### config.mk
export PLATFORM = sky130hd
export DESIGN_NAME = bin_pack_stream_flat
export DESIGN_NICKNAME = d
export VERILOG_FILES = /design/src/rtl/bin_pack_stream_if.sv /design/src/rtl/bin_pack_stream.sv /design/src/flat_wrapper.sv
export SDC_FILE = /design/constraint.sdc
export NUM_CORES = 1
export LEC_CHECK = 0
export CORE_MARGIN = 2
export CORE_UTILIZATION = 50
export CTS_CLUSTER_DIAMETER = 50
export DETAILED_ROUTE_END_ITERATION = 6
export DONT_BUFFER_PORTS = 1
export PLACE_DENSITY = 0.64
export SLEW_MARGIN = 25
export SYNTH_ARGS = -nofsm -noshare
export SYNTH_HDL_FRONTEND = slang
export SYNTH_SLANG_ARGS = --single-unit
### constraint.sdc
create_clock -name clk -period 3.7 [get_ports clk]
set_input_delay 0.37 -clock clk [delete_from_list [all_inputs] [get_ports clk]]
set_output_delay 0.37 -clock clk [all_outputs]
set_load 0.05 [all_outputs]
### src/rtl/bin_pack_stream_if.sv
// Stream bundle for the binary pixel packer.
// It carries the 1-bit pixel input side and the packed word output side.
interface bin_pack_stream_if #(
    parameter int DW = 16
);
    localparam int CW = $clog2(DW) + 1;

    logic          i_din_sop;
    logic          i_din_eop;
    logic          i_din_vld;
    logic          i_din;
    logic          o_dout_sop;
    logic          o_dout_eop;
    logic          o_dout_vld;
    logic [DW-1:0] o_dout;
    logic [CW-1:0] o_dout_cnt;
    logic          o_frame_err;

    modport master (
        output i_din_sop, i_din_eop, i_din_vld, i_din,
        input  o_dout_sop, o_dout_eop, o_dout_vld, o_dout, o_dout_cnt, o_frame_err
    );

    modport slave (
        input  i_din_sop, i_din_eop, i_din_vld, i_din,
        output o_dout_sop, o_dout_eop, o_dout_vld, o_dout, o_dout_cnt, o_frame_err
    );
endinterface

### src/rtl/bin_pack_stream.sv
// Packs a 1-bit binarised pixel stream into DW-bit words.
// Frame markers are carried through, and a truncated frame is flushed with an error pulse.
module bin_pack_stream #(
    parameter int DW        = 16,
    parameter bit MSB_FIRST = 1'b0
) (
    input  logic             clk,
    input  logic             rst_n,
    bin_pack_stream_if.slave bus
);
    localparam int            CW   = $clog2(DW) + 1;
    localparam logic [CW-1:0] FULL = CW'(DW);
    localparam logic [CW-1:0] ONE  = CW'(1);

    typedef enum logic {IDLE, FRAME} state_t;

    state_t        r_state;
    state_t        w_state_nxt;

    logic [DW-1:0] r_shift;
    logic [CW-1:0] r_cnt;
    logic          r_pend_sop;
    logic          r_hold_vld;
    logic          r_hold_pix;

    logic [DW-1:0] r_dout;
    logic          r_dout_sop;
    logic          r_dout_eop;
    logic          r_dout_vld;
    logic [CW-1:0] r_dout_cnt;
    logic          r_frame_err;

    logic          w_vld;
    logic          w_sop;
    logic          w_eop;
    logic          w_pix;
    logic [CW-1:0] w_cnt_inc;
    logic [DW-1:0] w_word_acc;

    logic          w_emit;
    logic [DW-1:0] w_word;
    logic          w_word_sop;
    logic          w_word_eop;
    logic [CW-1:0] w_word_cnt;
    logic          w_err;
    logic [DW-1:0] w_shift_nxt;
    logic [CW-1:0] w_cnt_nxt;
    logic          w_pend_nxt;
    logic          w_hold_vld_nxt;
    logic          w_hold_pix_nxt;

    function automatic logic [DW-1:0] placePixel(input logic pix, input logic [CW-1:0] idx);
        logic [DW-1:0] v;
        v = '0;
        for (int i = 0; i < DW; i++) begin
            if (MSB_FIRST ? (i == DW - 1 - int'(idx)) : (i == int'(idx))) begin
                v[i] = pix;
            end
        end
        return v;
    endfunction

    assign w_vld      = bus.i_din_vld;
    assign w_sop      = bus.i_din_sop;
    assign w_eop      = bus.i_din_eop;
    assign w_pix      = bus.i_din;
    assign w_cnt_inc  = r_cnt + ONE;
    assign w_word_acc = r_shift | placePixel(w_pix, r_cnt);

    always_ff @(posedge clk or negedge rst_n) begin
        if (!rst_n) begin
            r_state <= IDLE;
        end else begin
            r_state <= w_state_nxt;
        end
    end

    always_comb begin
        w_state_nxt = r_state;
        case (r_state)
            IDLE:    if (w_vld && w_sop && !w_eop) w_state_nxt = FRAME;
            FRAME:   if (w_vld && w_eop) w_state_nxt = IDLE;
            default: w_state_nxt = IDLE;
        endcase
    end

    // A sop&eop beat that arrives mid-frame yields two words in one cycle; the
    // one-pixel word waits in the hold slot and goes out on the following clock.
    always_comb begin
        w_emit         = 1'b0;
        w_word         = r_shift;
        w_word_sop     = r_pend_sop;
        w_word_eop     = 1'b0;
        w_word_cnt     = r_cnt;
        w_err          = 1'b0;
        w_shift_nxt    = r_shift;
        w_cnt_nxt      = r_cnt;
        w_pend_nxt     = r_pend_sop;
        w_hold_vld_nxt = 1'b0;
        w_hold_pix_nxt = r_hold_pix;
        case (r_state)
            IDLE: begin
                if (r_hold_vld) begin
                    w_emit     = 1'b1;
                    w_word     = placePixel(r_hold_pix, '0);
                    w_word_sop = 1'b1;
                    w_word_eop = 1'b1;
                    w_word_cnt = ONE;
                end
                if (w_vld && w_sop) begin
                    if (w_eop) begin
                        if (r_hold_vld) begin
                            w_hold_vld_nxt = 1'b1;
                            w_hold_pix_nxt = w_pix;
                        end else begin
                            w_emit     = 1'b1;
                            w_word     = placePixel(w_pix, '0);
                            w_word_sop = 1'b1;
                            w_word_eop = 1'b1;
                            w_word_cnt = ONE;
                        end
                    end else begin
                        w_shift_nxt = placePixel(w_pix, '0);
                        w_cnt_nxt   = ONE;
                        w_pend_nxt  = 1'b1;
                    end
                end else if (w_vld) begin
                    w_err = 1'b1;
                end
            end
            FRAME: begin
                if (w_vld && w_sop) begin
                    w_emit     = 1'b1;
                    w_word_eop = 1'b1;
                    w_err      = 1'b1;
                    if (w_eop) begin
                        w_hold_vld_nxt = 1'b1;
                        w_hold_pix_nxt = w_pix;
                        w_shift_nxt    = '0;
                        w_cnt_nxt      = '0;
                        w_pend_nxt     = 1'b0;
                    end else begin
                        w_shift_nxt = placePixel(w_pix, '0);
                        w_cnt_nxt   = ONE;
                        w_pend_nxt  = 1'b1;
                    end
                end else if (w_vld) begin
                    if (w_cnt_inc == FULL || w_eop) begin
                        w_emit      = 1'b1;
                        w_word      = w_word_acc;
                        w_word_eop  = w_eop;
                        w_word_cnt  = w_cnt_inc;
                        w_shift_nxt = '0;
                        w_cnt_nxt   = '0;
                        w_pend_nxt  = 1'b0;
                    end else begin
                        w_shift_nxt = w_word_acc;
                        w_cnt_nxt   = w_cnt_inc;
                    end
                end
            end
            default: begin
                w_shift_nxt = '0;
                w_cnt_nxt   = '0;
                w_pend_nxt  = 1'b0;
            end
        endcase
    end

    // Word fields keep their last value between emits; only vld and err pulse.
    always_ff @(posedge clk or negedge rst_n) begin
        if (!rst_n) begin
            r_shift     <= '0;
            r_cnt       <= '0;
            r_pend_sop  <= 1'b0;
            r_hold_vld  <= 1'b0;
            r_hold_pix  <= 1'b0;
            r_dout      <= '0;
            r_dout_sop  <= 1'b0;
            r_dout_eop  <= 1'b0;
            r_dout_vld  <= 1'b0;
            r_dout_cnt  <= '0;
            r_frame_err <= 1'b0;
        end else begin
            r_shift     <= w_shift_nxt;
            r_cnt       <= w_cnt_nxt;
            r_pend_sop  <= w_pend_nxt;
            r_hold_vld  <= w_hold_vld_nxt;
            r_hold_pix  <= w_hold_pix_nxt;
            r_dout_vld  <= w_emit;
            r_frame_err <= w_err;
            if (w_emit) begin
                r_dout     <= w_word;
                r_dout_sop <= w_word_sop;
                r_dout_eop <= w_word_eop;
                r_dout_cnt <= w_word_cnt;
            end
        end
    end

    assign bus.o_dout      = r_dout;
    assign bus.o_dout_sop  = r_dout_sop;
    assign bus.o_dout_eop  = r_dout_eop;
    assign bus.o_dout_vld  = r_dout_vld;
    assign bus.o_dout_cnt  = r_dout_cnt;
    assign bus.o_frame_err = r_frame_err;
endmodule

### src/flat_wrapper.sv
// flat-port wrapper written by rule: the top's interface ports become plain ports
module bin_pack_stream_flat 
#(
    parameter int DW        = 16,
    parameter bit MSB_FIRST = 1'b0
)
  (clk, rst_n, bus_i_din_sop, bus_i_din_eop, bus_i_din_vld, bus_i_din, bus_o_dout_sop, bus_o_dout_eop, bus_o_dout_vld, bus_o_dout, bus_o_dout_cnt, bus_o_frame_err);
  bin_pack_stream_if #(.DW(DW)) bus_i ();
  input  logic clk;
  input  logic rst_n;
  input wire logic [$bits(bus_i.i_din_sop)-1:0] bus_i_din_sop;
  input wire logic [$bits(bus_i.i_din_eop)-1:0] bus_i_din_eop;
  input wire logic [$bits(bus_i.i_din_vld)-1:0] bus_i_din_vld;
  input wire logic [$bits(bus_i.i_din)-1:0] bus_i_din;
  output wire logic [$bits(bus_i.o_dout_sop)-1:0] bus_o_dout_sop;
  output wire logic [$bits(bus_i.o_dout_eop)-1:0] bus_o_dout_eop;
  output wire logic [$bits(bus_i.o_dout_vld)-1:0] bus_o_dout_vld;
  output wire logic [$bits(bus_i.o_dout)-1:0] bus_o_dout;
  output wire logic [$bits(bus_i.o_dout_cnt)-1:0] bus_o_dout_cnt;
  output wire logic [$bits(bus_i.o_frame_err)-1:0] bus_o_frame_err;
  assign bus_i.i_din_sop = bus_i_din_sop;
  assign bus_i.i_din_eop = bus_i_din_eop;
  assign bus_i.i_din_vld = bus_i_din_vld;
  assign bus_i.i_din = bus_i_din;
  assign bus_o_dout_sop = bus_i.o_dout_sop;
  assign bus_o_dout_eop = bus_i.o_dout_eop;
  assign bus_o_dout_vld = bus_i.o_dout_vld;
  assign bus_o_dout = bus_i.o_dout;
  assign bus_o_dout_cnt = bus_i.o_dout_cnt;
  assign bus_o_frame_err = bus_i.o_frame_err;
  bin_pack_stream #(.DW(DW), .MSB_FIRST(MSB_FIRST)) u_core (.clk(clk), .rst_n(rst_n), .bus(bus_i));
endmodule
# Word level (Yosys, flattened, before mapping)

Index checks and enable logic that the tools add are counted.

Add/sub/neg operators: 1
Muxes and demuxes: 88
Bitwise operators: 2
Equal/unequal tests: 24
Reduce and logical (&&, ||, !) cells: 9

Operators with widths:

| operator                                                                | number |
|---|---|
| 16-bit two-way mux                                                      | 12 |
| 16-bit one-hot mux with 2 select lines                                  | 2 |
| 5-bit two-way mux                                                       | 12 |
| 1-bit two-way mux                                                       | 53 |
| 5-bit equality test, first input constant                               | 8 |
| 4-bit by 5-bit equality test with 1-bit output, first input constant    | 4 |
| 5-bit one-hot mux with 2 select lines                                   | 2 |
| 16-bit OR                                                               | 1 |
| 1-bit one-hot mux with 2 select lines                                   | 7 |
| 3-bit by 5-bit equality test with 1-bit output, first input constant    | 2 |
| 2-bit inequality test, second input constant                            | 4 |
| 3-bit inequality test, second input constant                            | 2 |
| 5-bit by 1-bit adder with 5-bit output, second input constant           | 1 |
| 2-bit by 5-bit equality test with 1-bit output, first input constant    | 1 |
| 5-bit equality test, second input constant                              | 1 |
| 5-bit logical NOT                                                       | 1 |
| 5-bit AND reduction                                                     | 1 |
| 2-bit by 1-bit inequality test with 1-bit output, second input constant | 2 |
| 4-bit AND reduction                                                     | 1 |
| 1-bit logical AND                                                       | 3 |
| 3-bit AND reduction                                                     | 1 |
| 1-bit logical NOT                                                       | 1 |
| 1-bit logical OR                                                        | 1 |
| 1-bit NOT                                                               | 1 |

Logic and storage cells: 136
Bits of input ports: 6
Output and inout port bits: 25
Register bits after elaboration: 50

# Logic depth before layout (Yosys ltp)

Depth in word-level cells: 7
Gate-level depth with buffers: 10
Depth with buffers taken out: 8

# Least setup slack after synthesis

OpenSTA, ideal clock, no wires.

Path kind: flip-flop to flip-flop
Start: reg u_core.r_cnt[0]
End: reg u_core.r_dout[15], in the netlist u_core.bus.o_dout[15]
Clock period less this slack: 2,662 ps
Stages on the path, launching flop included: 11
Path slack: 1,038 ps
Arrival: 2,537 ps
Buffers on the path: 2
Data required time: 3,575 ps
Setup time: 125 ps
Cell sequence: dfrtp_1 > ha_1 > buf_2 > and3_1 > ha_1 > nand3b_1 > nor4_4 > nor3_4 > inv_2 > buf_6 > mux2_4

Cells in the longest elaborated chain, start to end: 7
Elaborated cells between the ends (all ways): 14
Those cells by class: 1 x add/sub; 2 x eq/ne; 9 x mux; 1 x bitwise; 1 x reduce/logical

Ends and longest elaborated chain:

| item                                                                                            | line                                          | source |
|---|---|---|
| from (decl)                                                                                     | bin_pack_stream.sv:21                         | `logic [CW-1:0] r_cnt;` |
| from (signal assigned)                                                                          | bin_pack_stream.sv:186                        | `r_cnt <= w_cnt_nxt;` |
| 5-bit by 1-bit adder with 5-bit output or 5-bit equality test (tied branches)                   | bin_pack_stream.sv:67, bin_pack_stream.sv:56  |  |
| 5-bit equality test or 1-bit two-way mux (tied branches)                                        | bin_pack_stream.sv:148, bin_pack_stream.sv:56 |  |
| 1-bit logical OR or 16-bit OR (tied branches)                                                   | bin_pack_stream.sv:148, bin_pack_stream.sv:68 |  |
| 16-bit two-way mux or 1-bit two-way mux (tied branches)                                         | bin_pack_stream.sv:148                        | `if (w_cnt_inc == FULL \|\| w_eop) begin` |
| 16-bit two-way mux or 1-bit two-way mux (tied branches)                                         | bin_pack_stream.sv:147                        | `end else if (w_vld) begin` |
| 16-bit two-way mux or 1-bit two-way mux (tied branches)                                         | bin_pack_stream.sv:132                        | `if (w_vld && w_sop) begin` |
| 16-bit one-hot mux with 2 select lines or 1-bit one-hot mux with 2 select lines (tied branches) | bin_pack_stream.sv:101                        | `case (r_state)` |
| to (signal assigned)                                                                            | bin_pack_stream.sv:193                        | `r_dout <= w_word;` |
| to (decl)                                                                                       | bin_pack_stream.sv:26                         | `logic [DW-1:0] r_dout;` |

Parallel ways exist; a longest one is shown, timed or not.
A chain may end at the register's enable or synchronous reset.

# Final worst setup path

Start: reg u_core.r_cnt[0]
End: reg u_core.r_dout[7], in the netlist u_core.bus.o_dout[7]

Cells in the longest elaborated chain, start to end: 7
Elaborated cells between the ends (all ways): 14
Those cells by class: 1 x add/sub; 2 x eq/ne; 9 x mux; 1 x bitwise; 1 x reduce/logical

Ends and longest elaborated chain:

| item                                                                                                     | line |
|---|---|
| 5-bit by 1-bit adder with 5-bit output or 4-bit by 5-bit equality test with 1-bit output (tied branches) | bin_pack_stream.sv:67, bin_pack_stream.sv:56 |
| 5-bit equality test or 1-bit two-way mux (tied branches)                                                 | bin_pack_stream.sv:148, bin_pack_stream.sv:56 |
| 1-bit logical OR or 16-bit OR (tied branches)                                                            | bin_pack_stream.sv:148, bin_pack_stream.sv:68 |
| 16-bit two-way mux or 1-bit two-way mux (tied branches)                                                  | bin_pack_stream.sv:148 |
| 16-bit two-way mux or 1-bit two-way mux (tied branches)                                                  | bin_pack_stream.sv:147 |
| 16-bit two-way mux or 1-bit two-way mux (tied branches)                                                  | bin_pack_stream.sv:132 |
| 16-bit one-hot mux with 2 select lines or 1-bit one-hot mux with 2 select lines (tied branches)          | bin_pack_stream.sv:101 |

Parallel ways exist; a longest one is shown, timed or not.

==> results by group <==
Yosys
  • Async set-reset flop share out of synthesis: 100%
  • Sequential cell area fraction in the yosys report: 48.0%
  • Top cells by area, synth: dfrtp_1 (48%), mux2_4 (6.3%), a31oi_1 (4.6%)
  • Most used DFF post-synth: dfrtp_1
  • Synth Cell Area: 0.00261 mm^2
  • Post-Syn Instances: 245
  • Post-synth EDFFs: 0
  • Syn nets: 256
  • YS warnings: 0
  • Post-synthesis average cell area: 10.6 um^2
  • Area leader, netlist: dfrtp_1
  • Unique cell type count in the Yosys netlist: 54
  • Synth Register Bits: 50
  • Top-area cell type share of the netlist area: 48.0%

Worst setup path
  • Critical path type: reg -> reg
  • Worst setup SP type: register
  • R2r worst-path depth: 8
  • CP required: 3.89 ns
  • CP arrival: 3.25 ns
  • Reg2reg start: u_core.r_cnt[0]
  • Critical path capture point type: register
  • Worst r2r dst: u_core.bus.o_dout[7]
  • Max Fanout on Critical Path: 20
  • Critical Path End: u_core.bus.o_dout[7]
  • Reg2Reg Setup Slack: 0.64 ns
  • Worst Setup SP: u_core.r_cnt[0]

STA
  • Peak Freq: 0.327 GHz
  • Slew Viols, Final: 0
  • Sum of negative setup slack: 0 ns
  • Final Setup Violations: 0
  • Final Hold Fails: 0
  • Max_slew headroom: 56.4%
  • Tightest Pin Transition: 0.652 ns
  • Clk_skew: 0.00389 ns
  • Fin crit period: 3.06 ns
  • RSZ-0062 raised after global routing: false
  • Tcrit/Tclk final: 82.7%

Die
  • Die Y: 76.2 um
  • Core area: 0.00507 mm^2
  • Die ar.: 0.00581 mm^2
  • Num ports: 31
  • Row count: 26
  • Chip Width: 76.2 um
  • Initial core utilization: 51.4%

Hold path
  • Worst min-delay path category: in -> reg

Power and ir drop
  • LEAKAGE: 1.19 nW
  • Power Dens Cells: 452 mW/mm^2
  • VDD IR max: 192 uV

Clock tree
  • Worst-Skew Late Latency: 0.30 ns
  • Resized cells post-CTS: 0
  • Cts hold-fix bufs: 2
  • Clk slew on worst S/H paths: 0.09 ns
  • CTS buffer count: 5
  • CTS root buffer: clkbuf_8
  • CTS sink cnt: 50
  • CTS tree: yes
  • H-tree levels: 2
  • Setup Buffers After CTS: 0
  • Clock tree buffer depth: 2

Placement
  • HPWL after detailed placement: 4320 um
  • PortBufs: 0
  • Placer Congestion: 0.890
  • Post-Place Cells: 300

Cells and area
  • Area delta synth->final: 5.18%
  • Commonest cells after routing, fill and taps aside: dfrtp_1 (50), a31oi_1 (19), nor2_1 (18)
  • Area of the multi-input gates: 0.00123 mm^2
  • Post-layout nets: 250
  • Commonest non-fill, non-tap cell in the layout: dfrtp_1
  • Inserted Diodes: 0
  • Final cell count without fillers: 310
  • Filler cells: 454
  • Share of cells above drive strength 1: 13.3%
  • Reg area: 0.00125 mm^2

GRT
  • Gr ovfl total: 0
  • Initial antenna violation count: 0
  • First-pass GRT wire length: 10400 um
  • Pin count of the biggest net entering global routing: 51
  • GRT Overall Usage: 22.9%
  • Number of global-route vias before repair: 1890

Detailed routing
  • DRC errors left: 0
  • Routed wire length: 6110 um
  • Via count: 1911
  • Final antenna-violating net count: 0
  • Initial drt markers: 141
  • TritonRoute pass-1 iters: 4
  • Vias per Instance: 6.16
  • Routed length per instance: 19.7 um

Status
  • Outcome: complete, no violations

Job
  • Maxcap violations: 0
==> cell usage after synthesis, types with 7 or more instances <==
| master | number |
|---|---|
| a31oi_1 | 19 |
| clkbuf_1 | 7 |
| dfrtp_1 | 50 |
| inv_1 | 7 |
| mux2_4 | 11 |
| nand2_1 | 17 |
| nand3_1 | 7 |
| nor2_1 | 18 |
| nor2b_1 | 7 |
| o21ai_0 | 11 |
| o2bb2ai_1 | 7 |
==> registers in the layout, indices dropped and copies added, names as in the netlist <==
register and flops:
u_core.bus.o_dout_eop 1, u_core.bus.o_dout_cnt 5, u_core.r_state 1, u_core.r_hold_vld 1
u_core.bus.o_dout_vld 1, u_core.bus.o_frame_err 1, u_core.r_shift 16, u_core.r_pend_sop 1
u_core.r_cnt 5, u_core.bus.o_dout 16, u_core.r_hold_pix 1, u_core.bus.o_dout_sop 1
==> metrics by stage <==
stage               total power (W)  worst slack [ns]  util [%]  area, um^2  hold WS, ns
floorplan                  0.000865              1.04         -        2610       0.0744
global placement           0.000898             0.748      51.5        2610       0.0753
detailed placement         0.000903             0.652      51.5        2610       0.0754
CTS                         0.00125             0.638      54.1        2740        0.137
global route                0.00130             0.360      54.1        2740        0.122
finish                      0.00124             0.639      54.1        2740        0.148
==> critical path, cell delays in order, from the launching register on <==
cell	delay (ns)
dfrtp_1	0.47
ha_1	0.34
and3_1	0.19
ha_1	0.33
nand3b_1	0.28
nor4_4	0.48
nor3_4	0.10
inv_2	0.42
mux2_4	0.34
==> how the worst min path moves through the flow <==
| stage | start | to | slack (ns) | cells past startpoint |
|---|---|---|---|---|
| 6_report | bus_i_din_vld | u_core.r_state | 0.15 | 1 |
| 5_1_grt | bus_i_din_vld | u_core.r_state | 0.12 | 1 |
| 4_1_cts | bus_i_din_vld | u_core.r_state | 0.14 | 1 |
| 3_5_place_dp | rst_n | u_core.bus.o_dout_sop | 0.08 | 0 |
| 3_3_place_gp | rst_n | u_core.bus.o_dout_sop | 0.08 | 0 |
| 2_1_floorplan | rst_n | u_core.bus.o_dout[0] | 0.07 | 0 |
==> area by class of cell <==
class,instances,area share [%]
Sequential cell,50,45.6
Multi-Input combinational cell,170,44.7
Tap cell,70,3.19
Clock buffer,6,3.01
Timing Repair Buffer,4,1.92
Inverter,8,1.09
Clock inverter,2,0.456
==> kinds of logic (layout without fill, tap and decap cells) <==
logic type,Yosys count,count (layout),share of synthesized area (%)
adders and majority gates,5,5,2.40
DFF,50,50,48.0
and+or+nand+nor,78,78,16.5
AOI/OAI and AO/OA,74,74,21.0
buffers and inverters,25,20,4.99
muxes,12,12,6.76
xor gates and xnor gates,1,1,0.336
==> power breakdown <==
part	internal [W]	switching [W]
clock	0.000151	0.000181
combinational	0.0000721	0.000111
sequential	0.000587	0.000138
total	0.000810	0.000430
==> metal layers <==
| layer | vias to the layer above | routed length (um) | global-route usage, % | part of all wire [%] |
|---|---|---|---|---|
| li1 | 902 | - | - | - |
| met1 | 943 | 2980 | 33.5 | 49 |
| met2 | 60 | 2760 | 34.1 | 45 |
| met3 | 6 | 307 | 5.45 | 5.0 |
| met4 | 0 | 64 | 6.18 | 1.0 |
| met5 | - | 0 | 0 | 0 |
Note: power is estimated with default switching activity, not from simulation.
